--- config.mk ---
export PLATFORM = sky130hd
export DESIGN_NAME = multicycle_control
export DESIGN_NICKNAME = d
export VERILOG_FILES = /design/src/rtl/multicycle_control.sv
export SDC_FILE = /design/constraint.sdc
export NUM_CORES = 1
export LEC_CHECK = 0
export CAP_MARGIN = 30
export CORE_ASPECT_RATIO = 0.8
export CORE_MARGIN = 2
export CORE_UTILIZATION = 33
export CTS_CLUSTER_DIAMETER = 200
export DETAILED_ROUTE_END_ITERATION = 6
export HOLD_SLACK_MARGIN = 0.12
export PLACE_DENSITY = 0.58
export REMOVE_ABC_BUFFERS = 1
export SETUP_SLACK_MARGIN = 0.15
export SLEW_MARGIN = 10
export SYNTH_ARGS = -nofsm -noshare
export SYNTH_HDL_FRONTEND = slang
export SYNTH_SLANG_ARGS = --single-unit
--- constraint.sdc ---
create_clock -name clk -period 1.3 [get_ports clk]
set_input_delay 0.13 -clock clk [delete_from_list [all_inputs] [get_ports clk]]
set_output_delay 0.13 -clock clk [all_outputs]
set_load 0.02 [all_outputs]
--- src/rtl/multicycle_control.sv ---
// multicycle_control: multi-cycle FSM sequencer for the 24-bit CPU.
// It drives the datapath strobes and ALU control, has a memory stall timeout, and traps illegal encodings.
module multicycle_control #(
    parameter int OPCODE_W    = 4,
    parameter int FUNCT_W     = 4,
    parameter int ALUCTL_W    = 4,
    parameter int MEM_TIMEOUT = 15
) (
    input  logic                clk,
    input  logic                rst,
    input  logic [OPCODE_W-1:0] opcode,
    input  logic [FUNCT_W-1:0]  funct,
    input  logic                mem_ready,
    output logic                ir_write,
    output logic                pc_write,
    output logic                pc_write_cond,
    output logic                branch_ne,
    output logic [1:0]          pc_source,
    output logic                i_or_d,
    output logic                mem_read,
    output logic                mem_write,
    output logic                alu_src_a,
    output logic [1:0]          alu_src_b,
    output logic [ALUCTL_W-1:0] alu_ctl,
    output logic                reg_write,
    output logic                reg_dst,
    output logic                mem_to_reg,
    output logic                instr_done,
    output logic                fault,
    output logic [1:0]          fault_code
);
    localparam int CW = MEM_TIMEOUT > 0 ? $clog2(MEM_TIMEOUT + 1) : 1;
    localparam logic [CW-1:0] LIMIT = CW'(MEM_TIMEOUT > 0 ? MEM_TIMEOUT - 1 : 0);
    localparam logic [OPCODE_W-1:0] OP_R    = OPCODE_W'(0);
    localparam logic [OPCODE_W-1:0] OP_ADDI = OPCODE_W'(1);
    localparam logic [OPCODE_W-1:0] OP_ANDI = OPCODE_W'(2);
    localparam logic [OPCODE_W-1:0] OP_LW   = OPCODE_W'(4);
    localparam logic [OPCODE_W-1:0] OP_SW   = OPCODE_W'(5);
    localparam logic [OPCODE_W-1:0] OP_BEQ  = OPCODE_W'(6);
    localparam logic [OPCODE_W-1:0] OP_BNE  = OPCODE_W'(7);
    localparam logic [OPCODE_W-1:0] OP_J    = OPCODE_W'(8);
    localparam logic [ALUCTL_W-1:0] ALU_AND = ALUCTL_W'(0);
    localparam logic [ALUCTL_W-1:0] ALU_OR  = ALUCTL_W'(1);
    localparam logic [ALUCTL_W-1:0] ALU_ADD = ALUCTL_W'(2);
    localparam logic [ALUCTL_W-1:0] ALU_SUB = ALUCTL_W'(6);
    localparam logic [ALUCTL_W-1:0] ALU_SLT = ALUCTL_W'(7);

    typedef enum logic [2:0] {IDLE, FETCH, DECODE, EXEC, MEM, WB, FAULT} state_t;

    state_t state, state_next;
    logic [OPCODE_W-1:0] op_q;
    logic [FUNCT_W-1:0]  fn_q;
    logic [CW-1:0]       cnt;
    logic [1:0]          code_q, code_next;
    logic [ALUCTL_W-1:0] r_ctl;
    logic timeout, legal, is_br;

    // cnt holds the number of low cycles already spent, so the MEM_TIMEOUT-th low cycle sees LIMIT
    assign timeout = MEM_TIMEOUT != 0 && !mem_ready && cnt == LIMIT;
    assign legal = opcode == OP_R ? funct <= FUNCT_W'(4)
                 : opcode inside {OP_ADDI, OP_ANDI, OP_LW, OP_SW, OP_BEQ, OP_BNE, OP_J};
    assign is_br = op_q == OP_BEQ || op_q == OP_BNE;
    assign r_ctl = fn_q == FUNCT_W'(0) ? ALU_AND
                 : fn_q == FUNCT_W'(1) ? ALU_OR
                 : fn_q == FUNCT_W'(2) ? ALU_ADD
                 : fn_q == FUNCT_W'(3) ? ALU_SUB : ALU_SLT;
    assign fault_code = code_q;

    always_ff @(posedge clk or posedge rst) begin
        if (rst) begin
            state  <= IDLE;
            cnt    <= '0;
            op_q   <= '0;
            fn_q   <= '0;
            code_q <= 2'b00;
        end else begin
            state <= state_next;
            cnt   <= state_next != state ? '0
                   : ((state == FETCH || state == MEM) && !mem_ready && cnt != '1) ? cnt + 1'b1 : cnt;
            if (state == DECODE) begin
                op_q <= opcode;
                fn_q <= funct;
            end
            if (state_next == FAULT && state != FAULT)
                code_q <= code_next;
        end
    end

    always_comb begin
        state_next = state;
        code_next  = 2'b00;
        case (state)
            IDLE:   state_next = FETCH;
            FETCH: begin
                state_next = mem_ready ? DECODE : timeout ? FAULT : FETCH;
                code_next  = 2'b10;
            end
            DECODE: begin
                state_next = legal ? EXEC : FAULT;
                code_next  = 2'b01;
            end
            EXEC:   state_next = (op_q == OP_LW || op_q == OP_SW) ? MEM
                               : (op_q inside {OP_R, OP_ADDI, OP_ANDI}) ? WB : FETCH;
            MEM: begin
                state_next = mem_ready ? (op_q == OP_LW ? WB : FETCH) : timeout ? FAULT : MEM;
                code_next  = 2'b10;
            end
            WB:     state_next = FETCH;
            FAULT:  state_next = FAULT;
            default: state_next = IDLE;
        endcase
    end

    always_comb begin
        ir_write      = 1'b0;
        pc_write      = 1'b0;
        pc_write_cond = 1'b0;
        branch_ne     = 1'b0;
        pc_source     = 2'b00;
        i_or_d        = 1'b0;
        mem_read      = 1'b0;
        mem_write     = 1'b0;
        alu_src_a     = 1'b0;
        alu_src_b     = 2'b00;
        alu_ctl       = ALU_AND;
        reg_write     = 1'b0;
        reg_dst       = 1'b0;
        mem_to_reg    = 1'b0;
        instr_done    = 1'b0;
        fault         = 1'b0;
        case (state)
            FETCH: begin
                mem_read  = 1'b1;
                alu_src_b = 2'b01;
                alu_ctl   = ALU_ADD;
                ir_write  = mem_ready;
                pc_write  = mem_ready;
            end
            DECODE: begin
                alu_src_b = 2'b11;
                alu_ctl   = ALU_ADD;
            end
            EXEC: begin
                if (op_q == OP_J) begin
                    pc_write   = 1'b1;
                    pc_source  = 2'b10;
                    instr_done = 1'b1;
                end else begin
                    alu_src_a     = 1'b1;
                    alu_src_b     = (op_q == OP_R || is_br) ? 2'b00 : 2'b10;
                    alu_ctl       = op_q == OP_R ? r_ctl : op_q == OP_ANDI ? ALU_AND : is_br ? ALU_SUB : ALU_ADD;
                    pc_write_cond = is_br;
                    pc_source     = is_br ? 2'b01 : 2'b00;
                    branch_ne     = op_q == OP_BNE;
                    instr_done    = is_br;
                end
            end
            MEM: begin
                i_or_d     = 1'b1;
                mem_read   = op_q == OP_LW;
                mem_write  = op_q == OP_SW;
                instr_done = mem_ready && op_q == OP_SW;
            end
            WB: begin
                reg_write  = 1'b1;
                reg_dst    = op_q == OP_R;
                mem_to_reg = op_q == OP_LW;
                instr_done = 1'b1;
            end
            FAULT: fault = 1'b1;
            default: ;
        endcase
    end
endmodule

After elaboration in Yosys (flattened, before gate mapping)
Cells that the tools add are included.
{"block": "op_classes", "n_addsub": 1, "order_cmp": 1, "n_eq_ne": 28, "mux": 46, "reduce_logical": 20}
{"cell": "2-to-1 mux 3 bit", "n": 14}
{"cell": "equality test 4 x 3 -> 1 bit (second input constant)", "n": 8}
{"cell": "2-to-1 mux 1 bit", "n": 18}
{"cell": "case mux 3 bit (6 select lines)", "n": 1}
{"cell": "equality test 4 x 2 -> 1 bit (second input constant)", "n": 4}
{"cell": "equality test 3 bit (second input constant)", "n": 4}
{"cell": "equality test 4 x 1 -> 1 bit (second input constant)", "n": 3}
{"cell": "equality test 4 bit (second input constant)", "n": 3}
{"cell": "zero test 4 bit", "n": 3}
{"cell": "2-to-1 mux 2 bit", "n": 5}
{"cell": "2-to-1 mux 4 bit", "n": 2}
{"cell": "nonzero test 7 bit", "n": 1}
{"cell": "equality test 3 x 2 -> 1 bit (second input constant)", "n": 2}
{"cell": "case mux 2 bit (3 select lines)", "n": 1}
{"cell": "case mux 3 bit (2 select lines)", "n": 1}
{"cell": "OR reduction 2 bit", "n": 3}
{"cell": "logical AND 1 bit", "n": 5}
{"cell": "adder 4 x 1 -> 4 bit (second input constant)", "n": 1}
{"cell": "<= comparator 4 x 3 -> 1 bit (second input constant)", "n": 1}
{"cell": "logical OR 1 bit", "n": 4}
{"cell": "!= test 4 bit (second input constant)", "n": 1}
{"cell": "case mux 1 bit (2 select lines)", "n": 2}
{"cell": "case mux 2 bit (2 select lines)", "n": 1}
{"cell": "equality test 3 x 1 -> 1 bit (second input constant)", "n": 1}
{"cell": "other kinds (7)", "n": 7}
{"block": "totals", "register_bits": 17, "in_bits": 11, "out_inout_bits": 23, "wordCells": 101}

Depth between registers and ports, before layout
{"block": "logic_depth", "word_depth": 8, "mapped_depth": 6}

Worst setup path after synthesis
Ideal clock, no wire load.
{"block": "synth_timing", "path_type": "reg2out", "startpoint": "register state[0]", "endpoint": "output instr_done", "t_arrival_ns": 1.908, "path_slack_ns": -0.738, "path_stages_with_launch": 6, "n_path_buf": 1, "path_cell_list": "dfrtp_1 -> buf_6 -> nor3b_1 -> nand2_1 -> nor2_1 -> a2111o_1"}
{"block": "synth_between", "elab_chain_cells": 2}
{"item": "start, declared", "line_no": "50", "source": "state_t state, state_next;"}
{"item": "start signal, assigned", "line_no": "77", "source": "state <= state_next;"}
{"item": "equality test 3 bit / equality test 3 x 2 -> 1 bit (equally long branches)", "line_no": "131", "source": "case (state)"}
{"item": "case mux 1 bit (3 select lines) (*)", "line_no": "131"}
{"item": "end, declared", "line_no": "28", "source": "output logic instr_done,"}
Mark *: on every way between the ends. The rest lies on a longest branch, timed or not.

Worst setup path after layout
{"block": "layout_timing", "startpoint": "register state[2]", "endpoint": "output instr_done"}
Same word-level chain as after synthesis.

==> reports/metrics.yaml <==
critPathArrivalTime_ns: 1.60
seqPwrFrac_pct: 20.5
placed_area_sq_mm: 0.001916
die_h_um: 59.52
wl_per_cell_um: 17.47
antenna_left: 0
fin_crit_sh_pct: 133.0
synthCells: 136
p_int_mw: 3.076
ys_ff_latch: 17
viasPerCell: 5.272
skew_ns: 0.004514
worstRegToRegCells: 8
numCtsBuffers: 3
synth_area_leaders: "dfrtp_1 (33%), mux2_2 (7.1%), buf_4 (3.5%), nor2_1 (3.5%), o21ai_0 (2.8%)"
violations: "negative setup slack"
path_class: "reg2out"
syn2layout_area_growth_pct: 95.08
yosys.cell_types.count: 52
grt_use_total_pct: 22.73
htreeDepth: 1
peakVddDrop_mv: 0.8999
final_common_cell: "buf_4"
dr_total_vias: 1471
status: "complete, but fails checks"
clkPwrFrac_pct: 7.8
final_cell_area_sq_mm: 0.002480
synthMuxAreaShare_pct: 7.087
p_leak_nw: 1.104
synth_compound_gate_area_share_pct: 22.74
hold_slack_ns: 0.1740
cp-end-kind: "output port"
regToRegStartpoint: "state[0]$_DFF_PP0_"
path_cells: "nor3b_2 > nand2_1 > nor2_2 > a2111o_1 > buf_6"
grt_pass1_vias: 1547
clockBufferDepth: 2
synth_warnings: 0
synth_fa_ha_area_share_pct: 1.969
ctsRootBufferMaster: "clkbuf_8"
cpPeakStageDelay_ns: 0.46
synthArstFlopShare_pct: 100.0
cts_hold_buf: 0
wl_mm: 4.875
slowest_stage: "dfrtp_2"
dp_hpwl_mm: 2.883
gp_congestion: 0.8419
netlist_area_sq_mm: 0.001271
die-area_sq_mm: 0.004368
p_sw_mw: 2.329
synth.avg_cell_area_sq_um: 9.347
drive_above_1_share_pct: 68.51
fin_nets: 249
max_freq_mhz: 578.3
grt_pass1_wl_mm: 7.410
ys_seq_area_share_pct: 33.46
port_buffers: 32
clkTransAtPathRegs_ns: 0.07
antenna_found_initial: 0
fin_util_pct: 66.07
drcViolationCount: 0
cap_violations: 0
critPathRequiredTime_ns: 1.17
finalCriticalPeriod_ns: 1.729
overflow: 0
drt_pre_antenna_iters: 4
clock-sinks: 17
fin_ws_ns: -0.4293
start_util_pct: 33.87
mostFrequentLayoutCells: "buf_4 (56), buf_6 (32), dfrtp_1 (10), clkdlybuf4s50_1 (10), mux2_2 (8)"
grt_max_degree: 18
die_width_um: 73.39
synth_top_family_by_area: "simple AND/OR/NAND/NOR gates"
p_per_area_mw_per_mm2: 2179
io_pins: 34
synth_area_leader_cell: "dfrtp_1"
cts_tree: "yes"
num_rows: 20
hold_viol_final: 0
synth_xor_area_share_pct: 2.756
fp.coreArea_sq_mm: 0.003754
fillers: 268
diodes: 0
rsz0062_at_grt: "true"
synth_simple_gate_area_share_pct: 23.03
p_sw_share_pct: 43.09
dp_slack_ns: -0.5825
power_frac_comb_pct: 71.7
worst_r2r_endpoint: "fn_q[0]$_DFFE_PP0P_"
finalSetupViolCount: 37
rrSetupSlack_ns: -0.37
synth-main-ff-cell: "dfrtp_1"
yosysTopAreaCellShare_pct: 33.46
clock_latency_ns: 0.26
drt_first_iter_violations: 67
synth_enable_flop_cells: 0
cp_max_fo: 7
min-delay-path-class: "in2async"
crit_path_start_kind: "flop"
final_max_slew_viol_count: 0
synth_stat cells, types with 2 or more instances:
master and number:
nand2_1 9, buf_6 3, nor3_1 2, a21oi_1 5, o21a_1 2, nand2_2 2
a211oi_1 3, nand3_1 3, nor3b_1 2, nor2_1 12, buf_4 6, a221oi_1 2
xor2_1 3, inv_1 7, and3_1 5, mux2_2 8, o21ai_0 7, nor2b_1 3
dfrtp_1 17, ha_1 2, nor4_1 2
per-stage QoR:
step	power [mW]	instances	setup TNS [ns]
floorplan	2.256	126	-5.980
finish	5.404	279	-11.36
detailed placement	3.624	249	-14.37
global placement	3.561	249	-13.94
CTS	4.904	274	-9.305
global route	5.654	279	-13.30
per-layer routing:
metal	up-vias	wire length (um)	part of all wire [%]	track usage (%)
met2	51	2536	52	40.67
met4	0	78	1.6	9.351
met1	719	2066	42	27.67
met5	-	0	0	0
met3	6	194	4.0	2.891
li1	695	-	-	-
kinds of logic (layout without fill, tap and decap cells):
group / count (synthesis) / count (layout)
compound gates: 37 / 37
xor+xnor: 4 / 4
fa+ha+maj: 2 / 2
buf+inv: 17 / 116
flops: 17 / 17
mux: 8 / 8
other cells: 1 / 1
simple gates: 50 / 50
worst max-delay path, delay by kind of cell, from the launching register on:
kind | cells | cell delay, ns
and+or+nand+nor | 3 | 0.32
buffers and inverters | 1 | 0.14
DFF | 1 | 0.46
AOI/OAI and AO/OA | 1 | 0.41
flip-flops by register name, summed over array words and instances (netlist names):
name / cells
cnt: 4
fault_code: 2
fn_q: 4
op_q: 4
state: 3
timing repair:
| item | in CTS | in global routing |
|---|---|---|
| setup endpoints to repair | 39 | 37 |
| cloned | 0 | 0 |
| gates resized for setup | 173 | 26 |
| buffers inserted | 21 | 5 |
| pin swaps | 21 | 12 |
area by class of cell:
type | count | area, sq um | area share (%)
clock buffer | 3 | 41.29 | 1.665
inverter | 7 | 33.78 | 1.362
clock inverter | 1 | 5.005 | 0.2018
timing repair buffer | 105 | 948.4 | 38.24
multi-input combinational | 102 | 962.2 | 38.80
tap | 44 | 55.05 | 2.220
sequential | 17 | 434.2 | 17.51
power by group through the flow:
stage	sequential, mW	combinational [mW]	clock (mW)
CTS	1.08	3.41	0.414
detailed placement	1.01	2.61	0
global placement	0.987	2.57	0
finish	1.11	3.87	0.422
global route	1.14	4.06	0.456
floorplan	1.09	1.17	0
worst max-delay path by stage:
stage / start / endpoint / slack (ns)
CTS: state[0]$_DFF_PP0_ / instr_done / -0.42
floorplan: state[2]$_DFF_PP0_ / instr_done / -0.84
global placement: op_q[1]$_DFFE_PP0P_ / instr_done / -0.55
detailed placement: op_q[0]$_DFFE_PP0P_ / instr_done / -0.58
finish: state[2]$_DFF_PP0_ / instr_done / -0.43
global route: op_q[2]$_DFFE_PP0P_ / mem_read / -0.49
Power figures use the tool's default switching activity.
